`src/rtl/projectile_unit.sv`:
```
// projectile_unit: one-shell projectile with key-edge fire, flight, hit detect and off-screen end.
// Optional re-fire lockout state is built only when BULLET_COOLDOWN_EN is defined.
module projectile_unit #(
    parameter logic [7:0] FIRE_KEY        = 8'h2C,
    parameter int         SPEED           = 4,
    parameter int         HIT_R           = 8,
    parameter int         X_MAX           = 639,
    parameter int         Y_MAX           = 479,
    parameter int         COOLDOWN_FRAMES = 30
) (
    input  logic        frame_clk,
    input  logic        Reset_n,
    input  logic [31:0] keycode,
    input  logic [9:0]  tank_x,
    input  logic [9:0]  tank_y,
    input  logic [1:0]  tank_dir,
    input  logic [9:0]  target_x,
    input  logic [9:0]  target_y,
    input  logic        game_over,
    output logic        shot_hit,
    output logic [9:0]  bullet_x,
    output logic [9:0]  bullet_y,
    output logic        bullet_active
);

    localparam logic [1:0] IDLE     = 2'd0;
    localparam logic [1:0] FLIGHT   = 2'd1;
    localparam logic [1:0] HIT      = 2'd2;
    localparam logic [1:0] COOLDOWN = 2'd3;

    localparam logic [10:0] STEP = 11'(SPEED);
    localparam logic [10:0] R    = 11'(HIT_R);
    localparam logic [10:0] XM   = 11'(X_MAX);
    localparam logic [10:0] YM   = 11'(Y_MAX);

`ifdef BULLET_COOLDOWN_EN
    localparam logic [1:0] END_STATE = COOLDOWN;
    localparam int CW = $clog2(COOLDOWN_FRAMES + 2);
    logic [CW-1:0] cnt_q, cnt_d;
`else
    localparam logic [1:0] END_STATE = IDLE;
`endif

    logic [1:0]  state_q, state_d;
    logic [1:0]  dir_q, dir_d;
    logic [9:0]  bullet_x_q, bullet_x_d;
    logic [9:0]  bullet_y_q, bullet_y_d;
    logic        shot_hit_q, shot_hit_d;
    logic        bullet_active_q, bullet_active_d;
    logic        key_prev_q, key_seen_q;
    logic        key_now, fire;
    logic [10:0] bx, by, tx, ty, dx, dy, nx, ny;
    logic        hit, oob;

    assign key_now = (keycode[7:0] == FIRE_KEY) || (keycode[15:8] == FIRE_KEY) ||
                     (keycode[23:16] == FIRE_KEY) || (keycode[31:24] == FIRE_KEY);
    // key_seen_q masks the first cycle after reset so a key held through reset is not an edge
    assign fire = key_now && !key_prev_q && key_seen_q;

    assign bx  = {1'b0, bullet_x_q};
    assign by  = {1'b0, bullet_y_q};
    assign tx  = {1'b0, target_x};
    assign ty  = {1'b0, target_y};
    assign dx  = (bx >= tx) ? bx - tx : tx - bx;
    assign dy  = (by >= ty) ? by - ty : ty - by;
    assign hit = (dx <= R) && (dy <= R);
    assign nx  = (dir_q == 2'd1) ? bx + STEP : (dir_q == 2'd3) ? bx - STEP : bx;
    assign ny  = (dir_q == 2'd2) ? by + STEP : (dir_q == 2'd0) ? by - STEP : by;
    assign oob = ((dir_q == 2'd1) && (nx > XM)) || ((dir_q == 2'd3) && (bx < STEP)) ||
                 ((dir_q == 2'd2) && (ny > YM)) || ((dir_q == 2'd0) && (by < STEP));

    always_comb begin
        state_d         = state_q;
        dir_d           = dir_q;
        bullet_x_d      = bullet_x_q;
        bullet_y_d      = bullet_y_q;
        shot_hit_d      = 1'b0;
        bullet_active_d = bullet_active_q;
`ifdef BULLET_COOLDOWN_EN
        cnt_d           = cnt_q;
`endif
        if (game_over) begin
            state_d         = IDLE;
            bullet_active_d = 1'b0;
        end else begin
            case (state_q)
                IDLE: begin
                    if (fire) begin
                        state_d         = FLIGHT;
                        bullet_x_d      = tank_x;
                        bullet_y_d      = tank_y;
                        dir_d           = tank_dir;
                        bullet_active_d = 1'b1;
                    end
                end
                FLIGHT: begin
                    if (hit) begin
                        state_d         = HIT;
                        shot_hit_d      = 1'b1;
                        bullet_active_d = 1'b0;
                    end else if (oob) begin
                        state_d         = END_STATE;
                        bullet_active_d = 1'b0;
`ifdef BULLET_COOLDOWN_EN
                        cnt_d           = '0;
`endif
                    end else begin
                        bullet_x_d = nx[9:0];
                        bullet_y_d = ny[9:0];
                    end
                end
                HIT: begin
                    state_d = END_STATE;
`ifdef BULLET_COOLDOWN_EN
                    cnt_d   = '0;
`endif
                end
                default: begin
`ifdef BULLET_COOLDOWN_EN
                    if (int'(cnt_q) + 1 >= COOLDOWN_FRAMES) state_d = IDLE;
                    else cnt_d = cnt_q + 1'b1;
`else
                    state_d = IDLE;
`endif
                end
            endcase
        end
    end

    always_ff @(posedge frame_clk or negedge Reset_n) begin
        if (!Reset_n) begin
            state_q         <= IDLE;
            dir_q           <= 2'd0;
            bullet_x_q      <= 10'd0;
            bullet_y_q      <= 10'd0;
            shot_hit_q      <= 1'b0;
            bullet_active_q <= 1'b0;
            key_prev_q      <= 1'b0;
            key_seen_q      <= 1'b0;
        end else begin
            state_q         <= state_d;
            dir_q           <= dir_d;
            bullet_x_q      <= bullet_x_d;
            bullet_y_q      <= bullet_y_d;
            shot_hit_q      <= shot_hit_d;
            bullet_active_q <= bullet_active_d;
            key_prev_q      <= key_now;
            key_seen_q      <= 1'b1;
        end
    end

`ifdef BULLET_COOLDOWN_EN
    always_ff @(posedge frame_clk or negedge Reset_n) begin
        if (!Reset_n) cnt_q <= '0;
        else cnt_q <= cnt_d;
    end
`endif

    assign shot_hit      = shot_hit_q;
    assign bullet_x      = bullet_x_q;
    assign bullet_y      = bullet_y_q;
    assign bullet_active = bullet_active_q;

endmodule

```
`config.mk`:
```
export PLATFORM = sky130hd
export DESIGN_NAME = projectile_unit
export DESIGN_NICKNAME = d
export VERILOG_FILES = /design/src/rtl/projectile_unit.sv
export SDC_FILE = /design/constraint.sdc
export NUM_CORES = 1
export LEC_CHECK = 0
export CAP_MARGIN = 20
export CORE_ASPECT_RATIO = 0.6
export CORE_UTILIZATION = 46
export CTS_CLUSTER_DIAMETER = 100
export DETAILED_ROUTE_END_ITERATION = 10
export PLACE_DENSITY = 0.79
export SLEW_MARGIN = 20
export SYNTH_ARGS = -nofsm -noshare
export SYNTH_HDL_FRONTEND = slang
export SYNTH_SLANG_ARGS = --single-unit
```
`constraint.sdc`:
```
create_clock -name frame_clk -period 3.9 [get_ports frame_clk]
set_input_delay 0.78 -clock frame_clk [delete_from_list [all_inputs] [get_ports frame_clk]]
set_output_delay 0.78 -clock frame_clk [all_outputs]
set_load 0.03 [all_outputs]
```
==> metrics.txt <==
number of global-route vias before repair=5132; FMAX=around 0.26 GHz; Synth Area in Compound Gates=27.3%; Initial Util=between 40% and 50%; area delta synth->final=69.2%; I/O pin count=99; Tmin final=3.91 ns; Final #Nets=867; Critical path buffers and inverters=5; initial antenna violation count=0; Post-synth EDFFs=0; WS Path Type=in -> reg; Detailed Routing Iterations Pass 1=7; family with the most delay on the worst path=simple AND/OR/NAND/NOR gates; met3 WL post-DR=around 2200 um; PortBufs=98; clock sinks=28; largest net degree at the start of global routing=29; critical path's slowest cell=or4_4; max-cap viol count=0; top cells by area, synth=dfrtp_1 18%, ha_1 14%, a21oi_1 5.1%, inv_1 5.0%, mux2i_1 4.3%; Peak VDD IR=0.347 mV; cell mode on critical path=buf_4; CTS tree=done; Final GP Congestion=1.01; Cells after Synth=515; routed len/inst=between 20 and 25 um; Top FF cell, synth=dfrtp_1; CTS buffer count=3; Largest stage delay, worst path=0.69 ns; Routed Antenna Nets=0; Cell variety after synth=76; drt total wl=about 17000 um; Post-Syn Nets=636; DR top layer=met4; adder-cell share of the synthesized area=13.9%; Site Rows=25; Post-Synth XOR/XNOR Area=3.99%; average cell area after synthesis=7.67 um2; Core Region=8100 um2; Rel. slew slack=between 30% and 40%; Die H=73.8 um; final instance area=roughly 6700 um2; Slew Viols, Final=0; Yosys top cell by area=dfrtp_1; grt total ovfl=0; Total GRT Usage=between 30% and 40%; H-tree depth=1; remaining routing DRC violations=0; Final Hold Violating Endpoints=0; Critical Path RT=4.05 ns; Seq/Total Area, Yosys=~18%; Yosys warning total=0; cell area after technology mapping=around 4000 um2; Worst Slack Setup Final=-0.00758 ns; violated checks=negative setup slack; hold crit path type=reg -> reg; post-synth top area share=17.7%; die area=8970 um2; ANT cells=0; crit-path max FO=7; Worst EP arrival=4.06 ns; startpoint type of the worst setup path=primary input; Clock Path Buffers=2; worst skew pair latency=0.27 ns; dpl hpwl=~12000 um; Synth async-reset ratio=100%; mux share of post-synthesis cell area=5.45%; Via density=6.32; clock slew at reported path FFs=0.07 ns; number of setup violations in the final report=1; Synth Area in Simple Gates=23.9%; die width=122 um; metal2 WL=between 7000 and 8000 um; FF+latch count, synth=28; Setup crit end kind=flop; total power per unit cell area=roughly 760 nW/um2; Clock Tree Root=clkbuf_16; largest family of logic cells by synthesized area=compound AO/OA/AOI/OAI gates; share of cells above drive strength 1=36.5%; vias=about 5400; fin crit share=100%; first-pass GRT wire length=26500 um; status=finished with violations; post-place setup slack=-0.667 ns; DRT met1 WL=7110 um; slew of the pin with the lowest slew margin=0.928 ns; initial drt markers=about 880; skew final=0.00426 ns; Placed Area=5900 um2; CP Cell Sequence=buf_6, inv_2, ha_4, a21o_1, a21oi_2, a211oi_4, buf_4, buf_4, buf_4, nor4b_1, a211o_1, a21oi_2, nand3b_1, or4_4, a31oi_4, a211oi_2; Leak=3.03 nW
==> layout by cell type (no fill, tap or decap), types with 5 or more instances in the layout <==
master           instances
a21o_1                  17
a21oi_1                 33
a21oi_2                  6
buf_4                  144
buf_6                    7
clkbuf_2                14
clkdlybuf4s50_1         78
dfrtp_1                 28
ha_1                    22
ha_4                    22
inv_1                   34
inv_2                   20
mux2i_1                 16
nand2_1                 35
nand2_2                  5
nand3_1                 12
nand4_1                 18
nor2_1                  31
nor2b_1                  7
nor3_1                  13
nor4b_1                  6
o211ai_1                 6
o21ai_0                 17
o22ai_1                  5
xnor2_1                 13
==> flip-flops by register name (all words and copies together) (netlist names) <==
name           cells
bullet_active      1
bullet_x          10
bullet_y          10
dir_q              2
key_prev_q         1
key_seen_q         1
shot_hit           1
state_q            2
==> power breakdown <==
group          internal [mW]  switching (mW)  total [mW]
Clock                  0.205           0.112       0.317
Sequential             0.379           0.178       0.557
Combinational           2.02            2.17        4.18
==> worst reg2reg max path: stages, from the launching register on <==
cell       delay, ns
dfrtp_1         0.49
ha_4            0.32
nand4_1         0.20
nor4_4          0.23
buf_4           0.16
buf_4           0.10
buf_4           0.09
buf_4           0.09
buf_4           0.09
nor2_1          0.04
a21oi_1         0.14
nor3_1          0.11
a2111oi_2       0.45
nand4b_1        0.20
or4_4           0.65
nor3_1          0.20
a311oi_1        0.09
==> cell families (layout without fill, tap and decap cells) <==
| group | after synthesis | after routing |
|---|---|---|
| AO/OA/AOI/OAI | 153 | 153 |
| XOR/XNOR | 18 | 18 |
| adder cells (fa/ha/maj) | 44 | 44 |
| buffers and inverters | 76 | 306 |
| flip-flops | 28 | 28 |
| multiplexers | 21 | 21 |
| other | 1 | 1 |
| AND/OR/NAND/NOR | 174 | 174 |
==> metal layers <==
metal	global-route usage (%)	vias to the layer above
li1	-	2347
met1	52.7	2520
met2	62.6	456
met3	6.83	64
met4	10.7	0
met5	0	-
==> timing repair <==
item                                    CTS  global route
hold buffers                              0             0
setup buffers                            22             8
pin swaps                                32            34
cloned                                    0             0
gates resized for setup                  98            59
endpoints found under the setup margin   20            20
==> synth_stat cells, drive strengths merged, types with 5 or more instances <==
| master | count |
|---|---|
| inv | 54 |
| nor2b | 9 |
| dfrtp | 28 |
| mux2i | 17 |
| ha | 44 |
| nand4 | 18 |
| o211ai | 6 |
| nand3 | 12 |
| a21oi | 40 |
| o22ai | 5 |
| xnor2 | 15 |
| nor4b | 6 |
| a31oi | 5 |
| nor4 | 6 |
| nand2 | 41 |
| a21boi | 5 |
| nor3 | 15 |
| a211oi | 9 |
| and2 | 5 |
| buf | 6 |
| or2 | 5 |
| a21o | 17 |
| clkbuf | 15 |
| nor2 | 32 |
| o21ai | 24 |
==> worst paths after layout <==
check | start | endpoint | slack (ns) | cells past startpoint
worst max-delay path | target_y[3] | bullet_x[3] | -0.008 | 16
worst min-delay path | state_q[0] | bullet_active | 0.57 | 1
worst max register to register | bullet_y[5] | bullet_y[6] | 0.12 | 16
worst min register to register | state_q[0] | bullet_active | 0.57 | 1
max in group asynchronous | Reset_n | bullet_y[3] | 2.72 | 2
min in group asynchronous | Reset_n | bullet_x[1] | 0.89 | 2
==> stage by stage <==
stage                     power (mW)  hold slack, ns  TNS [ns]  utilization [%]  instances
after detailed placement        3.82           0.561    -11.67             72.8        821
after global routing            5.28           0.607    -0.130             82.4        853
after global placement          3.75           0.548    -10.11             72.8        821
after floorplan                 2.37           0.484  -0.00332                -        515
final                           5.06           0.568  -0.00758             82.4        853
after CTS                       4.69           0.558         0             81.4        847
==> cell type report <==
type / instances / area [um2]
flip-flops and latches: 28 / 701
clock buffers: 3 / 75.1
multi-input cells: 411 / 3480
clock inverters: 1 / 30.0
inverters: 55 / 206
fillers: 477 / 1420
well taps: 108 / 135
repair buffers: 247 / 2050
Note: power is estimated with default switching activity, not from simulation.
